**src/rtl/dct_zigzag_quant_if.sv**
```systemverilog
// Coefficient-in / level-out stream bundle for dct_zigzag_quant.
// out_last exists only when ZZ_EOB_EN is defined.
interface dct_zigzag_quant_if;
    logic              in_valid;
    logic signed [9:0] in_data;
    logic              out_valid;
    logic signed [7:0] out_data;
`ifdef ZZ_EOB_EN
    logic              out_last;

    modport master (output in_valid, in_data, input out_valid, out_data, out_last);
    modport slave  (input in_valid, in_data, output out_valid, out_data, out_last);
`else
    modport master (output in_valid, in_data, input out_valid, out_data);
    modport slave  (input in_valid, in_data, output out_valid, out_data);
`endif
endinterface

```
**src/rtl/dct_zigzag_quant.sv**
```systemverilog
// Ping-pong 4x4 block buffer, position-dependent rounded quantizer, zigzag reorder.
// Optional end-of-block flag bus.out_last is enabled by defining ZZ_EOB_EN.
module dct_zigzag_quant #(
    parameter int BASE_SHIFT = 2
) (
    input  logic               clk,
    input  logic               rst,
    dct_zigzag_quant_if.slave  bus
);

    typedef enum logic {IDLE, RUN} state_t;

    logic signed [9:0] mem [2][16];
    logic              wbank, rbank;
    logic [3:0]        wcnt, rcnt;
    logic [1:0]        full;
    state_t            state;

    logic              rd_valid;
    logic signed [9:0] rd_x;
    logic [2:0]        rd_shift;
`ifdef ZZ_EOB_EN
    logic              rd_last;
`endif

    function automatic logic [3:0] zz(input logic [3:0] i);
        case (i)
            4'd0:    zz = 4'd0;
            4'd1:    zz = 4'd1;
            4'd2:    zz = 4'd4;
            4'd3:    zz = 4'd8;
            4'd4:    zz = 4'd5;
            4'd5:    zz = 4'd2;
            4'd6:    zz = 4'd3;
            4'd7:    zz = 4'd6;
            4'd8:    zz = 4'd9;
            4'd9:    zz = 4'd12;
            4'd10:   zz = 4'd13;
            4'd11:   zz = 4'd10;
            4'd12:   zz = 4'd7;
            4'd13:   zz = 4'd11;
            4'd14:   zz = 4'd14;
            default: zz = 4'd15;
        endcase
    endfunction

    // Shift grows by one for every two steps of anti-diagonal distance r+c.
    function automatic logic [2:0] pos_shift(input logic [3:0] k);
        logic [2:0] diag;
        diag = {1'b0, k[3:2]} + {1'b0, k[1:0]};
        pos_shift = 3'(BASE_SHIFT) + {1'b0, diag[2:1]};
    endfunction

    logic [3:0] rd_idx;
    logic       rd_go;

    assign rd_idx = zz(rcnt);
    assign rd_go  = (state == RUN) || full[rbank];

    // NOTE: the coefficient store has no reset; the full flags alone decide
    // whether its contents are ever read, so clearing it would only cost area.
    always_ff @(posedge clk) begin
        if (!rst && bus.in_valid)
            mem[wbank][wcnt] <= bus.in_data;
    end

    // NOTE: every sequential assignment is non-blocking so all state in this
    // block updates from the same pre-edge values, matching the hardware.
    always_ff @(posedge clk) begin
        if (rst) begin
            wbank    <= 1'b0;
            rbank    <= 1'b0;
            wcnt     <= '0;
            rcnt     <= '0;
            full     <= '0;
            state    <= IDLE;
            rd_valid <= 1'b0;
            rd_x     <= '0;
            rd_shift <= '0;
`ifdef ZZ_EOB_EN
            rd_last  <= 1'b0;
`endif
        end else begin
            if (bus.in_valid) begin
                wcnt <= wcnt + 4'd1;
                if (wcnt == 4'd15) begin
                    full[wbank] <= 1'b1;
                    wbank       <= ~wbank;
                end
            end

            rd_valid <= rd_go;
`ifdef ZZ_EOB_EN
            rd_last  <= rd_go && (rcnt == 4'd15);
`endif
            if (rd_go) begin
                rd_x     <= mem[rbank][rd_idx];
                rd_shift <= pos_shift(rd_idx);
                rcnt     <= rcnt + 4'd1;
                if (rcnt == 4'd15) begin
                    full[rbank] <= 1'b0;
                    rbank       <= ~rbank;
                    state       <= full[~rbank] ? RUN : IDLE;
                end else begin
                    state <= RUN;
                end
            end
        end
    end

    // Magnitude needs 11 bits so that -512 becomes +512 rather than wrapping.
    logic [10:0]       mag;
    logic [11:0]       sum;
    logic [11:0]       q;
    logic signed [7:0] level;

    always_comb begin
        mag   = rd_x[9] ? (11'd0 - {rd_x[9], rd_x}) : {1'b0, rd_x};
        sum   = {1'b0, mag} + (12'd1 << (rd_shift - 3'd1));
        q     = sum >> rd_shift;
        level = '0;
        if (!rd_x[9])
            level = (q > 12'd127) ? 8'sd127 : q[7:0];
        else
            level = (q > 12'd128) ? -8'sd128 : (8'd0 - q[7:0]);
    end

    always_ff @(posedge clk) begin
        if (rst) begin
            bus.out_valid <= 1'b0;
            bus.out_data  <= '0;
`ifdef ZZ_EOB_EN
            bus.out_last  <= 1'b0;
`endif
        end else begin
            bus.out_valid <= rd_valid;
            bus.out_data  <= rd_valid ? level : '0;
`ifdef ZZ_EOB_EN
            bus.out_last  <= rd_valid && rd_last;
`endif
        end
    end

endmodule

```
**src/flat_wrapper.sv**
```systemverilog
// flat-port wrapper written by rule: the top's interface ports become plain ports
module dct_zigzag_quant_flat 
#(
    parameter int BASE_SHIFT = 2
)
  (clk, rst, bus_in_valid, bus_in_data, bus_out_valid, bus_out_data);
  dct_zigzag_quant_if bus_i ();
  input  logic clk;
  input  logic rst;
  input wire logic [$bits(bus_i.in_valid)-1:0] bus_in_valid;
  input wire logic [$bits(bus_i.in_data)-1:0] bus_in_data;
  output wire logic [$bits(bus_i.out_valid)-1:0] bus_out_valid;
  output wire logic [$bits(bus_i.out_data)-1:0] bus_out_data;
  assign bus_i.in_valid = bus_in_valid;
  assign bus_i.in_data = bus_in_data;
  assign bus_out_valid = bus_i.out_valid;
  assign bus_out_data = bus_i.out_data;
  dct_zigzag_quant #(.BASE_SHIFT(BASE_SHIFT)) u_core (.clk(clk), .rst(rst), .bus(bus_i));
endmodule
```
**config.mk**
```make
export PLATFORM = sky130hd
export DESIGN_NAME = dct_zigzag_quant_flat
export DESIGN_NICKNAME = d
export VERILOG_FILES = /design/src/rtl/dct_zigzag_quant_if.sv /design/src/rtl/dct_zigzag_quant.sv /design/src/flat_wrapper.sv
export SDC_FILE = /design/constraint.sdc
export NUM_CORES = 1
export LEC_CHECK = 0
export BUFFER_PORTS_ARGS = -buffer_cell sky130_fd_sc_hd__buf_4
export CAP_MARGIN = 15
export CORE_ASPECT_RATIO = 2
export CORE_MARGIN = 1
export CORE_UTILIZATION = 45
export CTS_CLUSTER_DIAMETER = 50
export DETAILED_ROUTE_END_ITERATION = 10
export PLACE_DENSITY_LB_ADDON = 0.12
export RECOVER_POWER = 100
export SLEW_MARGIN = 20
export SYNTH_ARGS = -nofsm -noshare
export SYNTH_HDL_FRONTEND = slang
export SYNTH_SLANG_ARGS = --single-unit
export TNS_END_PERCENT = 10
```
**constraint.sdc**
```tcl
create_clock -name clk -period 5.4 [get_ports clk]
set_clock_uncertainty 0.15 [all_clocks]
set_input_delay 1.08 -clock clk [delete_from_list [all_inputs] [get_ports clk]]
set_output_delay 1.08 -clock clk [all_outputs]
set_load 0.1 [all_outputs]
```
==> results of run 1 <==
==> worst reg2reg max path, delay by kind of cell, from the launching register on <==
family	cells	cell delay [ns]
simple gates	2	0.91
compound gates	9	2.48
buf+inv	2	0.21
flops	1	0.58
fa+ha+maj	2	0.52
==> sequential cells by signal (all words and copies together) (netlist names), 2 cells and up, named ones only <==
signal / flops
u_core.rd_x: 10
u_core.full: 2
u_core.wcnt: 4
u_core.rd_shift: 3
u_core.rd_idx: 4
u_core.mem: 320
u_core.rcnt: 4
u_core.bus.out_data: 8
==> area by class of cell <==
class	count	area, um2	area share
clock buffers	33	783	0.0457
clock inverters	22	294	0.0171
inverters	18	67.6	0.00394
multi-input cells	476	4690	0.274
flip-flops and latches	361	10400	0.608
well taps	436	546	0.0318
repair buffers	68	332	0.0193
==> metal layers <==
metal	up-vias	global-route usage
li1	3765	-
met5	-	0
met1	4232	0.207
met2	133	0.446
met3	59	0.0204
met4	0	0.0786
==> per-stage QoR <==
step	area, um2	utilization
2_1_floorplan	15400	-
3_3_place_gp	16300	0.483
3_5_place_dp	16300	0.483
4_1_cts	17300	0.515
5_1_grt	17100	0.510
6_report	17100	0.510
==> cells by family (layout without fill, tap and decap cells) <==
group / count (synthesis) / count (layout) / share of synthesized area
xor gates and xnor gates: 22 / 22 / 0.0125
adders and majority gates: 23 / 23 / 0.0197
and+or+nand+nor: 208 / 208 / 0.0635
buffers and inverters: 70 / 141 / 0.0172
AOI/OAI and AO/OA: 116 / 116 / 0.0570
muxes: 107 / 107 / 0.152
DFF: 361 / 361 / 0.678
==> how the worst max path moves through the flow <==
stage,startpoint,end,slack (ns)
2_1_floorplan,u_core.rd_shift[0],u_core.bus.out_data[6],0.96
5_1_grt,u_core.rd_shift[1],u_core.bus.out_data[1],0.02
4_1_cts,u_core.rd_shift[1],u_core.bus.out_data[1],0.29
6_report,u_core.rd_shift[1],u_core.bus.out_data[1],0.45
3_3_place_gp,u_core.rd_shift[1],u_core.bus.out_data[1],0.44
3_5_place_dp,u_core.rd_shift[1],u_core.bus.out_data[1],0.35
==> report_power, final <==
group	total, uW	internal, uW	switching, uW
logic	74.3	15.8	58.5
registers	3050	3050	4.06
clock network	2370	1390	989
total	5500	4450	1050
==> layout by cell type, fill, tap and decap left out, types with 16 or more instances in the layout <==
| master | instances |
|---|---|
| a21oi_1 | 18 |
| a311oi_1 | 16 |
| buf_4 | 16 |
| clkbuf_1 | 53 |
| clkbuf_16 | 31 |
| dfxtp_1 | 40 |
| edfxtp_1 | 320 |
| ha_1 | 21 |
| inv_1 | 18 |
| mux4_2 | 101 |
| nand2_1 | 51 |
| nor2_1 | 83 |
| nor3_1 | 17 |
==> summary.md, run 1 <==
| Metric | Value |
|---|---|
| Setup crit end kind | `register` |
| Unique cell type count in the Yosys netlist | `67` |
| Setup Fix Bufs, Post-CTS | `0` |
| Worst hold slack | `around 0.37 ns` |
| Final Hold Viols | `0` |
| Met3 routed WL | `approximately 810 um` |
| Grt ovf | `0` |
| Crit share post-route | `0.917` |
| DRT iter0 DRCs | `about 420` |
| Ant. Diodes | `0` |
| Routed WL | `35800 um` |
| Max-slew violations | `between 80 and 90` |
| Synth area leaders | `edfxtp_1, mux4_2, dfxtp_1` |
| Failing checks | `capacitance limit, slew limit` |
| Biggest cell delay along the critical path | `between 0.5 and 0.6 ns` |
| Final Power | `5500 uW` |
| Total Nets Final | `about 990` |
| Max_slew headroom | `-0.428` |
| Post-route DRC | `0` |
| Highest metal used | `met4` |
| Post-CTS Resized | `0` |
| Initial antenna violation count | `0` |
| Via density | `a little under 6` |
| Dominant synthesized flop cell | `edfxtp_1` |
| Fin cells | `around 1400` |
| Placed Cells | `between 1000 and 1500` |
| Most used cell, CP | `o21ai_0` |
| PwrDens | `around 320 mW/mm2` |
| Worst Path Arrival | `~5.3 ns` |
| GRT Util Overall | `0.214` |
| Ports | `22` |
| Post-synth EDFFs | `320` |
| Final setup fails | `0` |
| Layout cells sized above 1 | `0.190` |
| Yosys top cell by area | `edfxtp_1` |
| Largest net degree at the start of global routing | `49` |
| Top post-synthesis cells by count | `edfxtp_1, mux4_2, nor2_1, nand2_1, dfxtp_1` |
| Setup CP Type | `reg2reg` |
| Reg2reg start | `u_core.rd_shift[1]` |
| Gate Count Post-Synth | `slightly above 900` |
| Clk_lat worst skew | `between 0.5 and 0.6 ns` |
| Placement Setup Slack | `between 0.3 and 0.4 ns` |
| RePlAce Congestion | `about 0.9` |
| Post-synth net total | `~940` |
| R2R Setup Slk | `between 0.4 and 0.5 ns` |
| Yosys reg bits | `approximately 360` |
| Clk root buf | `clkbuf_16` |
| Rows | `95` |
| Cells along the critical path | `inv_1 > nor3_1 > ha_1 > a211oi_1 > o21ai_0 > a311oi_2 > o21ai_0 > o211ai_1 > o21ai_0 > inv_1 > ha_1 > o211ai_1 > nor4_2 > a31oi_1 > a311oi_1` |
| # H-tree levels | `1` |
| CP startpoint kind | `register` |
| First-pass GRT wire length | `about 54000 um` |
| Ys async rst share | `0` |
| Slowest cell on the critical path | `dfxtp_1` |
| TritonCTS Buffers | `31` |
| Setup TNS | `0 ns` |
| WL met1 | `around 12000 um` |
| Post-DP HPWL | `24900 um` |
| Crit path buffers/inverters | `2` |
| CTS tree | `done` |
| PortBufs | `21` |
| Initial Util | `0.457` |
| Status | `complete, but fails checks` |
| Fin crit period | `4.95 ns` |
| Worst vdd ir | `between 0.0002 and 0.0003 V` |
| Avg Inst Size Synth | `17.0 um2` |
| Worst-case reg-to-reg path depth | `15` |
| Worst EP required | `approximately 5.7 ns` |
| Sequential area share after synthesis | `0.678` |
| Worst-path maximum fanout | `11` |
| Worst Hold End | `u_core.rcnt[1]` |
| ANT nets after route | `0` |
| Clock sinks | `approximately 360` |
| Least-Margin Pin Slew | `about 2.1 ns` |
| CTS Hold Bufs | `0` |
| Share of Yosys cell area claimed by the top area cell type | `0.625` |
| Die width | `133 um` |
| Worst Hold Launch | `u_core.rcnt[1]` |
| Crit Reg-Reg Endpoint | `u_core.bus.out_data[1]` |
| Max Fclk | `between 200 and 250 MHz` |
| CP top delay family | `compound AO/OA/AOI/OAI gates` |
| Worst Hold Class | `reg2reg` |
| Vias in the first global route | `about 8600` |
| Yosys warning count | `0` |
| Clock Tree Buf Depth | `3` |
| Clock slew seen by the registers of the worst setup and hold paths | `roughly 0.07 ns` |
| 1st-pass router iterations | `4` |
| DR vias | `between 8000 and 9000` |
| Number of stages on the worst setup path | `15` |
| MaxCap Viol Count | `2` |
| Die ar. | `0.0350 mm2` |
| Leakage | `around 0.0054 uW` |
| Post-DR wirelength/cell | `around 25 um` |
| Met2 Routed Length | `22100 um` |
| Final WS setup | `0.447 ns` |
| Number of fill cells in the layout | `2787` |
| Unrepaired setup endpoints after global routing | `false` |
| Area added between synthesis and finish | `11.5%` |
| Synthesized area | `around 0.015 mm2` |
| Most frequent cell after synthesis | `edfxtp_1` |
| Die height | `roughly 260 um` |
| Core Area | `between 0.03 and 0.04 mm2` |
| Worst hold path depth | `2` |
No activity file was read; power rests on OpenSTA's default activity.
==> inputs of run 2 (changes only) <==
==> constraint.sdc (replaced) <==
create_clock -name clk -period 5.4 [get_ports clk]
set_clock_uncertainty 0.15 [all_clocks]
set_input_delay 1.62 -clock clk [delete_from_list [all_inputs] [get_ports clk]]
set_output_delay 1.62 -clock clk [all_outputs]
set_load 0.1 [all_outputs]
==> run 2 against run 1 <==
The flow still finishes with violations (capacitance limit, slew limit). Final cell count is 0.42% higher. Critical path depth is 3 lower. Setup slack got worse by 0.045 ns. Hold slack got worse by 0.0040 ns. Fmax fell by 0.90%. Non-clock buffer count up 2. Sequential power about the same. Register-to-register slack got worse by 0.04 ns.
==> summary.md, run 2 (synthesis results as in run 1) <==
| Metric | Value |
|---|---|
| Crit share post-route | `0.926` |
| R2R Setup Slk | `roughly 0.4 ns` |
| Ports | `22` |
| Reg2reg start | `u_core.rd_shift[1]` |
| Top reg by flops | `u_core.mem` |
| Largest regs | `u_core.mem (320), u_core.rd_x (10), u_core.bus.out_data (8)` |
| Most Crowded Layer GR | `met2` |
| Grt ovf | `0` |
| Leakage | `around 0.0054 uW` |
| Largest net degree at the start of global routing | `between 40 and 50` |
| Worst Hold Launch | `u_core.rcnt[1]` |
| Placement Setup Slack | `about 0.36 ns` |
| Commonest cells after routing, fill and taps aside | `edfxtp_1, mux4_2, nor2_1` |
| Total Nets Final | `roughly 1000` |
| TritonCTS Buffers | `34` |
| Worst-path maximum fanout | `11` |
| Met1 Use GR | `0.208` |
| Least-Margin Pin Slew | `approximately 2.4 ns` |
| Clock slew seen by the registers of the worst setup and hold paths | `0.06 ns` |
| CP startpoint kind | `register` |
| Unrepaired setup endpoints after global routing | `false` |
| Worst vdd ir | `between 0.0002 and 0.0003 V` |
| Worst Path Arrival | `between 5 and 6 ns` |
| Cell area after layout | `approximately 0.017 mm2` |
| Initial Util | `0.457` |
| Via density | `around 5.8` |
| First-pass GRT wire length | `roughly 55000 um` |
| Setup TNS | `0 ns` |
| CTS tree | `done` |
| Fin crit period | `5.00 ns` |
| PwrDens | `around 320 mW/mm2` |
| Worst hold path depth | `2` |
| Max_slew headroom | `-0.574` |
| Max reg flops | `320` |
| DRT iter0 DRCs | `approximately 370` |
| Clk_lat worst skew | `about 0.52 ns` |
| Die height | `263 um` |
| Clock Tree Buf Depth | `3` |
| Fin util | `0.511` |
| Die width | `between 100 and 150 um` |
| Clock sinks | `361` |
| Final Hold Viols | `0` |
| Worst Hold End | `u_core.rcnt[1]` |
| Routed WL | `between 30000 and 40000 um` |
| PortBufs | `21` |
| Number of fill cells in the layout | `approximately 2800` |
| Final setup fails | `0` |
| Setup crit end kind | `register` |
| Failing checks | `capacitance limit, slew limit` |
| Max-slew violations | `between 70 and 80` |
| Post-DP HPWL | `24900 um` |
| Setup CP Type | `reg2reg` |
| 1st-pass router iterations | `4` |
| GRT Util Overall | `0.216` |
| Worst-case reg-to-reg path depth | `12` |
| Initial antenna violation count | `0` |
| Final WS setup | `0.402 ns` |
| Commonest non-fill, non-tap cell in the layout | `edfxtp_1` |
| CTS Hold Bufs | `0` |
| DR vias | `around 8300` |
| Post-DR wirelength/cell | `~25 um` |
| Setup Fix Bufs, Post-CTS | `0` |
| Fin cells | `~1400` |
| Met3 GRT Util | `0.0235` |
| Rows | `95` |
| Vias in the first global route | `between 8000 and 9000` |
| Worst Hold Class | `reg2reg` |
| Layout cells sized above 1 | `0.188` |
| # H-tree levels | `2` |
| Ant. Diodes | `0` |
| Crit Reg-Reg Endpoint | `u_core.bus.out_data[6]` |
| Placed Cells | `~1400` |
| GR Util met2 | `0.444` |
| Die ar. | `between 0.03 and 0.04 mm2` |
| RePlAce Congestion | `roughly 0.9` |
| Worst EP required | `~5.7 ns` |
| Area added between synthesis and finish | `11.7%` |
| MaxCap Viol Count | `2` |
| Post-DP Area | `0.0163 mm2` |
| Core Area | `0.0336 mm2` |
| Post-route DRC | `0` |
| ANT nets after route | `0` |
| Max Fclk | `200 MHz` |
| Clk root buf | `clkbuf_16` |
| Status | `complete, but fails checks` |
| Post-CTS Resized | `0` |
run 2: cell count changes in the layout (fill, tap and decap cells not counted), sizes merged:
| cell | change |
|---|---|
| clkbuf | +15 |
| bufinv | -4 |
| clkinv | -5 |
| inv | -2 |
| clkinvlp | +1 |
| buf | +1 |
run 2: layout make-up:
type | instances | area, um2 | share of cell area
Sequential cell | 361 | 10400 | 0.607
Multi-Input combinational cell | 476 | 4690 | 0.273
Clock buffer | 47 | 963 | 0.0561
Tap cell | 436 | 546 | 0.0317
Timing Repair Buffer | 70 | 343 | 0.0200
Clock inverter | 12 | 138 | 0.00801
Inverter | 18 | 67.6 | 0.00393
run 2: report_power, final:
part / internal (uW) / leakage, uW / switching, uW
combinational: 15.9 / 0.00163 / 58.0
clock: 1390 / 0.000535 / 994
sequential: 3050 / 0.00321 / 4.09
total: 4460 / 0.00537 / 1060
run 2: how the worst max path moves through the flow:
| stage | slack (ns) | startpoint | endpoint |
|---|---|---|---|
| 6_report | 0.40 | u_core.rd_shift[1] | u_core.bus.out_data[6] |
| 5_1_grt | 0.04 | u_core.rd_shift[1] | u_core.bus.out_data[1] |
| 4_1_cts | 0.33 | u_core.rd_shift[1] | u_core.bus.out_data[1] |
| 3_5_place_dp | 0.36 | u_core.rd_shift[1] | u_core.bus.out_data[1] |
| 3_3_place_gp | 0.44 | u_core.rd_shift[1] | u_core.bus.out_data[3] |
| 2_1_floorplan | 0.96 | u_core.rd_shift[0] | u_core.bus.out_data[6] |
run 2: stage by stage:
stage               hold slack [ns]  total power [uW]
finish                        0.362              5510
CTS                           0.368              5580
floorplan                     0.321              3140
detailed placement            0.360              3190
global route                  0.412              5690
global placement              0.346              3190
run 2: metal layers:
| metal | wire, um | share of wire |
|---|---|---|
| met5 | 0 | 0 |
| met4 | 1360 | 0.038 |
| met3 | 705 | 0.020 |
| met2 | 22200 | 0.61 |
| met1 | 11900 | 0.33 |
run 2: critical path, cell delays in order, from the launching register on:
cell      delay [ns]
dfxtp_1         0.58
inv_1           0.11
nor3_1          0.50
ha_1            0.35
a211oi_1        0.40
o21ai_0         0.32
o221a_1         0.46
a31o_2          0.29
nor3_1          0.65
a221o_4         0.34
nor4_2          0.08
or4_1           0.51
a31oi_1         0.17
==> inputs of run 3 (changes only) <==
==> constraint.sdc (replaced) <==
create_clock -name clk -period 5.06 [get_ports clk]
set_clock_uncertainty 0.15 [all_clocks]
set_input_delay 1.518 -clock clk [delete_from_list [all_inputs] [get_ports clk]]
set_output_delay 1.518 -clock clk [all_outputs]
set_load 0.1 [all_outputs]
==> run 3 against run 2 <==
The flow still finishes with violations (capacitance limit, slew limit). Critical path depth is 7 lower. Total power up 3.5%. Sequential cell count stayed put. Utilization fell by 0.19 points. Final cell count grew 0.14%. Critical endpoint is now u_core.rd_x[0]. Largest cell class unchanged.
==> summary.md, run 3 (synthesis results as in run 1) <==
| Metric | Value |
|---|---|
| ANT nets after route | `0` |
| Clock Tree Buf Depth | `3` |
| Setup CP Type | `reg2reg` |
| Worst Path Arrival | `just under 5 ns` |
| Largest net degree at the start of global routing | `51` |
| Post-route DRC | `0` |
| DRT iter0 DRCs | `about 420` |
| Worst Hold Class | `reg2reg` |
| Worst EP required | `roughly 5.2 ns` |
| Clock slew seen by the registers of the worst setup and hold paths | `~0.070 ns` |
| Ant. Diodes | `0` |
| Grt ovf | `0` |
| Final WS setup | `0.377 ns` |
| Total Nets Final | `roughly 1000` |
| TritonCTS Buffers | `31` |
| CTS tree | `done` |
| Initial antenna violation count | `0` |
| Status | `complete, but fails checks` |
| CP startpoint kind | `register` |
| Commonest non-fill, non-tap cell in the layout | `edfxtp_1` |
| DR vias | `8346` |
| Crit path buffers/inverters | `1` |
| Post-DR wirelength/cell | `25.8 um` |
| Post-DP HPWL | `between 20000 and 30000 um` |
| Max Fclk | `~210 MHz` |
| Clk root buf | `clkbuf_16` |
| Seq pwr share | `0.570` |
| RePlAce Congestion | `~0.94` |
| Crit share post-route | `0.926` |
| PwrDens | `333 mW/mm2` |
| Failing checks | `capacitance limit, slew limit` |
| Biggest cell delay along the critical path | `2.16 ns` |
| Via density | `5.87` |
| Core Area | `about 0.034 mm2` |
| Area added between synthesis and finish | `11.3%` |
| GRT Util Overall | `0.217` |
| Clock sinks | `361` |
| Die width | `133 um` |
| Int Pwr | `between 4000 and 5000 uW` |
| Worst vdd ir | `between 0.0002 and 0.00025 V` |
| # H-tree levels | `1` |
| Cells along the critical path | `clkbuf_1 > mux4_2 > mux4_2 > nand2_1 > a311oi_1` |
| Least-Margin Pin Slew | `~2.7 ns` |
| First-pass GRT wire length | `~55000 um` |
| Most used cell, CP | `mux4_2` |
| Die ar. | `~0.035 mm2` |
| Initial Util | `0.457` |
| CP top delay family | `flip-flops` |
| Switching share of power | `0.194` |
| Sw power | `1110 uW` |
| Final Hold Viols | `0` |
| Clk_lat worst skew | `between 0.5 and 0.6 ns` |
| PortBufs | `21` |
| Comb power frac | `0.014` |
| Placement Setup Slack | `0.360 ns` |
| Max_slew headroom | `-0.813` |
| Fin crit period | `4.68 ns` |
| Final setup fails | `0` |
| Routed WL | `between 30000 and 40000 um` |
| Layout cells sized above 1 | `0.190` |
| Setup Fix Bufs, Post-CTS | `0` |
| Top reg by flops | `u_core.mem` |
| Worst-path maximum fanout | `50` |
| Die height | `about 260 um` |
| Largest regs | `u_core.mem (320), u_core.rd_x (10), u_core.bus.out_data (8)` |
| Setup TNS | `0 ns` |
| Slowest cell on the critical path | `dfxtp_1` |
| MaxCap Viol Count | `2` |
| Rows | `between 90 and 100` |
| Unrepaired setup endpoints after global routing | `false` |
| Setup crit end kind | `register` |
| Leakage | `roughly 0.0053 uW` |
| Clock power share | `0.416` |
| Number of fill cells in the layout | `about 2800` |
| Final Power | `roughly 5700 uW` |
| Commonest cells after routing, fill and taps aside | `edfxtp_1, mux4_2, nor2_1` |
| Vias in the first global route | `8712` |
| Ports | `22` |
| Max reg flops | `between 300 and 400` |
| 1st-pass router iterations | `4` |
| Max-slew violations | `90` |
==> run 3: worst min-delay path: stages, from the launching register on <==
cell and delay [ns]:
dfxtp_1 0.34, a211oi_1 0.06, nor2_1 0.07
==> run 3: cell type report <==
cell class	instances	area, um2	share of cell area
sequential	361	10400	0.610
multi-input combinational	476	4700	0.274
clock buffer	39	806	0.0471
tap	436	546	0.0319
timing repair buffer	75	370	0.0216
clock inverter	17	198	0.0115
inverter	18	67.6	0.00395
==> run 3: metal layers <==
layer  up-vias  wire (um)  GRT usage  share of wire
met5         -          0          0              0
met4         0       1300     0.0801          0.035
met3        70       1150     0.0214          0.031
met2       193      22700      0.454           0.62
met1      4326      11500      0.210           0.31
li1       3757          -          -              -
==> run 3: path summary, 6_finish.rpt <==
path	startpoint	to	slack, ns	cells past startpoint
min	u_core.state	u_core.rd_valid	0.35	2
min reg2reg	u_core.state	u_core.rd_valid	0.35	2
max	u_core.rd_idx[0]	u_core.rd_x[0]	0.38	5
max reg2reg	u_core.rd_idx[0]	u_core.rd_x[0]	0.38	5
==> run 3: power by group through the flow <==
stage	registers (uW)	logic (uW)	clock network, uW
2_1_floorplan	3320	28.9	0
3_3_place_gp	3320	84.1	0
3_5_place_dp	3320	86.7	0
4_1_cts	3250	87.2	2430
5_1_grt	3250	87.6	2530
6_report	3250	78.2	2370
==> run 3: what timing repair did <==
action,CTS,global route
hold buffers,0,0
resized for setup,0,5
setup endpoints to repair,0,5
==> run 3: through the flow <==
stage	utilization	area, um2	std cells	hold slack (ns)
2_1_floorplan	-	15400	907	0.321
3_3_place_gp	0.485	16300	1366	0.335
3_5_place_dp	0.485	16300	1366	0.340
4_1_cts	0.515	17300	1422	0.358
5_1_grt	0.509	17100	1422	0.387
6_report	0.509	17100	1422	0.351
